[src/rtl/delta0_scheduler_if.sv]
// Bundle of sweep request, input vectors, per-neuron result handshake and
// accumulated result vectors exchanged with delta0_scheduler.
interface delta0_scheduler_if #(
   parameter int N_OUT  = 5,
   parameter int DATA_W = 10
);
   localparam int IDX_W = (N_OUT > 1) ? $clog2(N_OUT) : 1;

   logic                      start;
   logic [N_OUT*DATA_W-1:0]   add_val;
   logic [N_OUT*DATA_W-1:0]   out_exp;
   logic                      out_valid;
   logic                      out_ready;
   logic [IDX_W-1:0]          out_idx;
   logic                      out_sign;
   logic [DATA_W-1:0]         out_delta;
   logic [N_OUT-1:0]          sign_vec;
   logic [N_OUT*DATA_W-1:0]   delta_vec;
   logic                      busy;
   logic                      done;

   modport master (
      input  start, add_val, out_exp, out_ready,
      output out_valid, out_idx, out_sign, out_delta, sign_vec, delta_vec, busy, done
   );

   modport slave (
      output start, add_val, out_exp, out_ready,
      input  out_valid, out_idx, out_sign, out_delta, sign_vec, delta_vec, busy, done
   );
endinterface

[src/rtl/delta0_scheduler.sv]
// Output-layer delta sequencer: one shared multiplier swept over N_OUT neurons.
// Define DELTA0_ROUND_EN for round-half-up instead of truncation after the shift.
module delta0_scheduler #(
   parameter int N_OUT  = 5,
   parameter int DATA_W = 10,
   parameter int FRAC_W = 9
) (
   input  logic              clk,
   input  logic              rst_n,
   delta0_scheduler_if.master bus
);
   localparam int IDX_W  = (N_OUT > 1) ? $clog2(N_OUT) : 1;
   localparam int PROD_W = 2 * DATA_W;

   typedef enum logic [1:0] {IDLE, CALC, EMIT, DONE} state_t;

   state_t                  r_state;
   state_t                  w_next;
   logic [N_OUT*DATA_W-1:0] r_add;
   logic [N_OUT*DATA_W-1:0] r_exp;
   logic [N_OUT*DATA_W-1:0] r_delta_vec;
   logic [N_OUT-1:0]        r_sign_vec;
   logic [IDX_W-1:0]        r_idx;
   logic [IDX_W-1:0]        r_out_idx;
   logic                    r_out_sign;
   logic [DATA_W-1:0]       r_out_delta;

   logic [DATA_W-1:0]       w_a;
   logic [DATA_W-1:0]       w_e;
   logic [DATA_W-1:0]       w_mag;
   logic [PROD_W-1:0]       w_prod;
   logic [PROD_W:0]         w_shift;
   logic [DATA_W-1:0]       w_res;
   logic                    w_last;
   logic                    w_hs;

   // NOTE: sequential state uses non-blocking assignments so every register
   // samples pre-edge values regardless of process ordering.
   always_ff @(posedge clk or negedge rst_n) begin
      if (!rst_n) r_state <= IDLE;
      else        r_state <= w_next;
   end

   // NOTE: w_next gets a default before the case so no path leaves it unassigned (no latch).
   always_comb begin
      w_next = r_state;
      case (r_state)
         IDLE:    if (bus.start) w_next = CALC;
         CALC:    w_next = EMIT;
         EMIT:    if (bus.out_ready) w_next = w_last ? DONE : CALC;
         DONE:    w_next = IDLE;
         default: w_next = IDLE;
      endcase
   end

   assign w_last = (r_idx == IDX_W'(N_OUT - 1));
   assign w_hs   = (r_state == EMIT) && bus.out_ready;

   // Two's-complement magnitude; the most negative value wraps to 2^(DATA_W-1) unsigned.
   assign w_a    = r_add[r_idx*DATA_W +: DATA_W];
   assign w_e    = r_exp[r_idx*DATA_W +: DATA_W];
   assign w_mag  = w_a[DATA_W-1] ? (~w_a + 1'b1) : w_a;
   assign w_prod = PROD_W'(w_mag) * PROD_W'(w_e);

`ifdef DELTA0_ROUND_EN
   localparam logic [PROD_W:0] HALF = (PROD_W+1)'(1) << (FRAC_W - 1);
   assign w_shift = ({1'b0, w_prod} + HALF) >> FRAC_W;
`else
   assign w_shift = {1'b0, w_prod} >> FRAC_W;
`endif

   assign w_res = (|w_shift[PROD_W:DATA_W]) ? '1 : w_shift[DATA_W-1:0];

   // NOTE: the latched operand vectors are reset too, so every register starts at 0.
   always_ff @(posedge clk or negedge rst_n) begin
      if (!rst_n) begin
         r_add       <= '0;
         r_exp       <= '0;
         r_idx       <= '0;
         r_sign_vec  <= '0;
         r_delta_vec <= '0;
         r_out_idx   <= '0;
         r_out_sign  <= 1'b0;
         r_out_delta <= '0;
      end else begin
         if (r_state == IDLE && bus.start) begin
            r_add       <= bus.add_val;
            r_exp       <= bus.out_exp;
            r_idx       <= '0;
            r_sign_vec  <= '0;
            r_delta_vec <= '0;
         end
         if (r_state == CALC) begin
            r_out_delta <= w_res;
            r_out_sign  <= w_a[DATA_W-1];
            r_out_idx   <= r_idx;
         end
         if (w_hs) begin
            r_sign_vec[r_idx]                  <= r_out_sign;
            r_delta_vec[r_idx*DATA_W +: DATA_W] <= r_out_delta;
            if (!w_last) r_idx <= r_idx + 1'b1;
         end
      end
   end

   // Status decodes come straight from the state register: no path from out_ready.
   assign bus.out_valid = (r_state == EMIT);
   assign bus.busy      = (r_state != IDLE);
   assign bus.done      = (r_state == DONE);
   assign bus.out_idx   = r_out_idx;
   assign bus.out_sign  = r_out_sign;
   assign bus.out_delta = r_out_delta;
   assign bus.sign_vec  = r_sign_vec;
   assign bus.delta_vec = r_delta_vec;
endmodule

[src/flat_wrapper.sv]
// flat-port wrapper written by rule: the top's interface ports become plain ports
module delta0_scheduler_flat 
#(
   parameter int N_OUT  = 5,
   parameter int DATA_W = 10,
   parameter int FRAC_W = 9
)
  (clk, rst_n, bus_start, bus_add_val, bus_out_exp, bus_out_ready, bus_out_valid, bus_out_idx, bus_out_sign, bus_out_delta, bus_sign_vec, bus_delta_vec, bus_busy, bus_done);
  delta0_scheduler_if #(.N_OUT(N_OUT), .DATA_W(DATA_W)) bus_i ();
  input  logic clk;
  input  logic rst_n;
  input wire logic [$bits(bus_i.start)-1:0] bus_start;
  input wire logic [$bits(bus_i.add_val)-1:0] bus_add_val;
  input wire logic [$bits(bus_i.out_exp)-1:0] bus_out_exp;
  input wire logic [$bits(bus_i.out_ready)-1:0] bus_out_ready;
  output wire logic [$bits(bus_i.out_valid)-1:0] bus_out_valid;
  output wire logic [$bits(bus_i.out_idx)-1:0] bus_out_idx;
  output wire logic [$bits(bus_i.out_sign)-1:0] bus_out_sign;
  output wire logic [$bits(bus_i.out_delta)-1:0] bus_out_delta;
  output wire logic [$bits(bus_i.sign_vec)-1:0] bus_sign_vec;
  output wire logic [$bits(bus_i.delta_vec)-1:0] bus_delta_vec;
  output wire logic [$bits(bus_i.busy)-1:0] bus_busy;
  output wire logic [$bits(bus_i.done)-1:0] bus_done;
  assign bus_i.start = bus_start;
  assign bus_i.add_val = bus_add_val;
  assign bus_i.out_exp = bus_out_exp;
  assign bus_i.out_ready = bus_out_ready;
  assign bus_out_valid = bus_i.out_valid;
  assign bus_out_idx = bus_i.out_idx;
  assign bus_out_sign = bus_i.out_sign;
  assign bus_out_delta = bus_i.out_delta;
  assign bus_sign_vec = bus_i.sign_vec;
  assign bus_delta_vec = bus_i.delta_vec;
  assign bus_busy = bus_i.busy;
  assign bus_done = bus_i.done;
  delta0_scheduler #(.N_OUT(N_OUT), .DATA_W(DATA_W), .FRAC_W(FRAC_W)) u_core (.clk(clk), .rst_n(rst_n), .bus(bus_i));
endmodule
[config.mk]
export PLATFORM = sky130hd
export DESIGN_NAME = delta0_scheduler_flat
export DESIGN_NICKNAME = d
export VERILOG_FILES = /design/src/rtl/delta0_scheduler_if.sv /design/src/rtl/delta0_scheduler.sv /design/src/flat_wrapper.sv
export SDC_FILE = /design/constraint.sdc
export NUM_CORES = 1
export LEC_CHECK = 0
export CAP_MARGIN = 40
export CORE_MARGIN = 8
export CORE_UTILIZATION = 62
export CTS_BUF_LIST = sky130_fd_sc_hd__clkbuf_2 sky130_fd_sc_hd__clkbuf_4 sky130_fd_sc_hd__clkbuf_8
export DETAILED_ROUTE_END_ITERATION = 6
export HOLD_SLACK_MARGIN = 0.08
export PLACE_DENSITY = 0.87
export SLEW_MARGIN = 5
export SYNTH_ARGS = -nofsm -noshare
export SYNTH_HDL_FRONTEND = slang
export SYNTH_SLANG_ARGS = --single-unit
[constraint.sdc]
create_clock -name clk -period 21.8 [get_ports clk]
set_clock_uncertainty 0.05 [all_clocks]
set_input_delay 4.36 -clock clk [delete_from_list [all_inputs] [get_ports clk]]
set_output_delay 4.36 -clock clk [all_outputs]
set_load 0.05 [all_outputs]
==> results by group <==
Clock tree
  • Worst skew pair latency: 0.48 ns
  • CTS Buf Count: 17
  • Postcts setup bufs: 0
  • Cts hold-fix bufs: 0
  • Clk slew on worst S/H paths: 0.10 ns
  • Clk sinks: 174
  • Max H-tree Level: 4
  • Clock root buffer: clkbuf_8
  • TritonCTS clock tree: yes
  • CTS max path bufs: 2
  • CTS resizes: 0

Synth
  • Area leader, netlist: dfrtp_1
  • Synth top area share: 36.0%
  • Ys flop type: dfrtp_1
  • Post-synth ARST share: 100%
  • Area contributors post-synth: dfrtp_1 36%, nand2_1 14%, fa_1 10%
  • Number of synthesized flops with an enable pin: 0
  • Syn Nets: 1,645
  • Post-synthesis instance total: 1,419
  • Mapped Avg Cell Area: 8.52 sq um
  • Distinct cells, synth: 67
  • Post-Syn Area: 12,100 sq um
  • Synthesis warning total: 0
  • Sequential share of the synthesized area: 36.0%
  • Post-synthesis register bit count: 174

Floorplanning
  • Effective utilization at floorplan: 62.7%
  • Die Area: 24,200 sq um
  • Die width: 156 microns
  • # rows: 51
  • CORE AREA: 19,300 sq um
  • Die height: 156 microns
  • # IOs: 176

Finish
  • Area grow syn2layout: 20.3%
  • Fillers: 1,388
  • Share of cells above drive strength 1: 5.13%
  • Nets: 1,792
  • Diode count: 0

Route
  • Final wirelength: 34.0 mm
  • Number of vias in the routed layout: 10,808
  • Wirelength per Cell: 18.4 microns
  • DR iter-0 viols: 1,050
  • DR vias/cell: 5.86
  • Residual DRC: 0
  • Post-route ant nets: 0
  • Drt first pass iters: 7

Worst setup path
  • Startpoint types: flip-flop
  • Critical Path RT: 22.08 ns
  • FF-to-FF setup slack: 13.45 ns
  • CP Class: flip-flop to flip-flop
  • CP endpoint kind: flip-flop
  • Crit Path Max Fanout: 44
  • CP Data Arrival Time: 8.63 ns

GRT
  • GRT overflow: 0
  • Initial antenna violation count: 0
  • First-pass GRT wire length: 54.9 mm
  • Vias in the first global route: 10,761
  • Largest net degree at the start of global routing: 91
  • Global-route usage over all layers: 28.5%

STA
  • Fmax: 120 MHz
  • Rel. slew slack: 35.2%
  • Slew Limit Fails: 0
  • Worst Max-Slew Pin Slew: 0.972 ns
  • Fin crit period: 8.35 ns
  • TNS Setup: 0 ns
  • Final hold viol count: 0
  • RSZ-0062 raised after global routing: no
  • Period utilization: 38.3%
  • # setup viols final: 0

Worst hold path
  • Worst Hold Class: flip-flop to flip-flop

Run
  • Max-Cap Viols: 0

Place
  • PortBufs: 175
  • Hpwl dp: 26.2 mm
  • Placer Congestion: 0.933

Status
  • Status: completed
## critical path, stage by stage (launching register included)
cell and delay (ns):
dfrtp_2 0.52, buf_4 0.48, or2_1 0.44, o22ai_1 0.18, a41oi_1 0.20, buf_4 0.24
and2_1 0.29, a41oi_1 0.18, xnor2_1 0.75, nand2_1 0.18, fa_1 0.54, fa_1 0.55
fa_1 0.46, fa_1 0.55, inv_1 0.05, fa_1 0.48, ha_1 0.32, nand4_1 0.20
nor2_1 0.15, or4b_1 0.48, o21ai_2 0.19, a211oi_1 0.13, a211oi_4 0.41, a41oi_1 0.18
## registers in the layout, indices dropped and copies added (netlist names)
| register | count |
|---|---|
| u_core.bus.delta_vec | 50 |
| u_core.bus.out_delta | 10 |
| u_core.bus.out_idx | 3 |
| u_core.bus.out_sign | 1 |
| u_core.bus.sign_vec | 5 |
| u_core.r_add | 50 |
| u_core.r_exp | 50 |
| u_core.r_idx | 3 |
| u_core.r_state | 2 |
## cells in the mapped netlist, types with 4 or more instances
| cell type | n |
|---|---|
| dfrtp_1 | 174 |
| o22a_1 | 7 |
| ha_1 | 61 |
| xor2_1 | 6 |
| nor2_1 | 75 |
| and2_1 | 15 |
| buf_1 | 6 |
| a22oi_1 | 7 |
| inv_1 | 88 |
| o211ai_1 | 5 |
| nand2_1 | 458 |
| nor2b_1 | 20 |
| or2_2 | 6 |
| a21o_1 | 7 |
| mux2i_1 | 65 |
| nand4_1 | 7 |
| fa_1 | 61 |
| and3_1 | 5 |
| a211o_1 | 4 |
| mux2_2 | 7 |
| clkbuf_1 | 49 |
| a211oi_1 | 7 |
| nand3_1 | 41 |
| nand2b_1 | 14 |
| xnor2_1 | 14 |
| a221o_1 | 4 |
| nor3_1 | 18 |
| a31oi_1 | 19 |
| a21oi_1 | 35 |
| o21ai_1 | 4 |
| o22ai_1 | 12 |
| buf_2 | 6 |
| o21a_1 | 5 |
| o21ai_0 | 55 |
## cells by family after synthesis
| family | count (synthesis) | synth area share (%) |
|---|---|---|
| flops | 174 | 36.0 |
| mux | 76 | 6.72 |
| fa+ha+maj | 122 | 16.4 |
| xor+xnor | 21 | 1.58 |
| simple gates | 678 | 23.8 |
| buf+inv | 156 | 5.16 |
| compound gates | 192 | 10.3 |
## area by class of cell
| class | instances | area (sq um) | area share [%] |
|---|---|---|---|
| Multi-Input combinational cell | 1089 | 7120 | 49.0 |
| Sequential cell | 174 | 4360 | 30.0 |
| Inverter | 90 | 338 | 2.32 |
| Clock inverter | 11 | 148 | 1.02 |
| Timing Repair Buffer | 194 | 1960 | 13.5 |
| Tap cell | 265 | 332 | 2.28 |
| Clock buffer | 21 | 283 | 1.95 |
## cells in the final DEF, fill, tap and decap left out, types with 5 or more instances in the layout
cell / n
a211oi_1: 7
a21o_1: 7
a21oi_1: 35
a22oi_1: 7
a31oi_1: 19
and2_1: 14
and3_1: 5
buf_4: 16
clkbuf_8: 20
clkdlybuf4s50_1: 174
dfrtp_1: 173
fa_1: 61
ha_1: 61
inv_1: 88
mux2_2: 7
mux2i_1: 65
nand2_1: 457
nand2b_1: 14
nand3_1: 41
nand4_1: 7
nor2_1: 75
nor2b_1: 20
nor3_1: 18
o211ai_1: 5
o21a_1: 5
o21ai_0: 55
o22a_1: 7
o22ai_1: 12
or2_2: 6
xnor2_1: 14
xor2_1: 5
## final timing paths
path	start	end	cells past startpoint
worst max register to register	u_core.r_idx[0]	u_core.bus.out_delta[7]	23
worst max-delay path	u_core.r_idx[0]	u_core.bus.out_delta[7]	23
min in group asynchronous	rst_n	u_core.r_exp[12]	1
worst min-delay path	u_core.r_add[10]	u_core.r_add[10]	2
worst min register to register	u_core.r_add[10]	u_core.r_add[10]	2
max in group asynchronous	rst_n	u_core.bus.delta_vec[3]	3
## per-layer routing
metal | wire [microns] | track usage (%)
met5 | 0 | 0
met4 | 1310 | 12.4
met3 | 3000 | 6.29
met2 | 16000 | 45.7
met1 | 13700 | 36.6
## through the flow
stage / util, % / area, sq um / setup WS [ns] / cells / hold WS, ns
global placement: 72.5 / 14000 / 13.78 / 1803 / 0.402
finish: 75.4 / 14500 / 13.45 / 1844 / 0.436
CTS: 75.4 / 14500 / 13.49 / 1844 / 0.432
floorplan: - / 12100 / 14.91 / 1419 / 0.387
detailed placement: 73.2 / 14100 / 13.54 / 1812 / 0.408
global route: 75.4 / 14500 / 12.96 / 1844 / 0.455
Power is left out: the tool's default activity adds up to more than one toggle a clock period on the data nets, which glitch-free logic cannot reach.
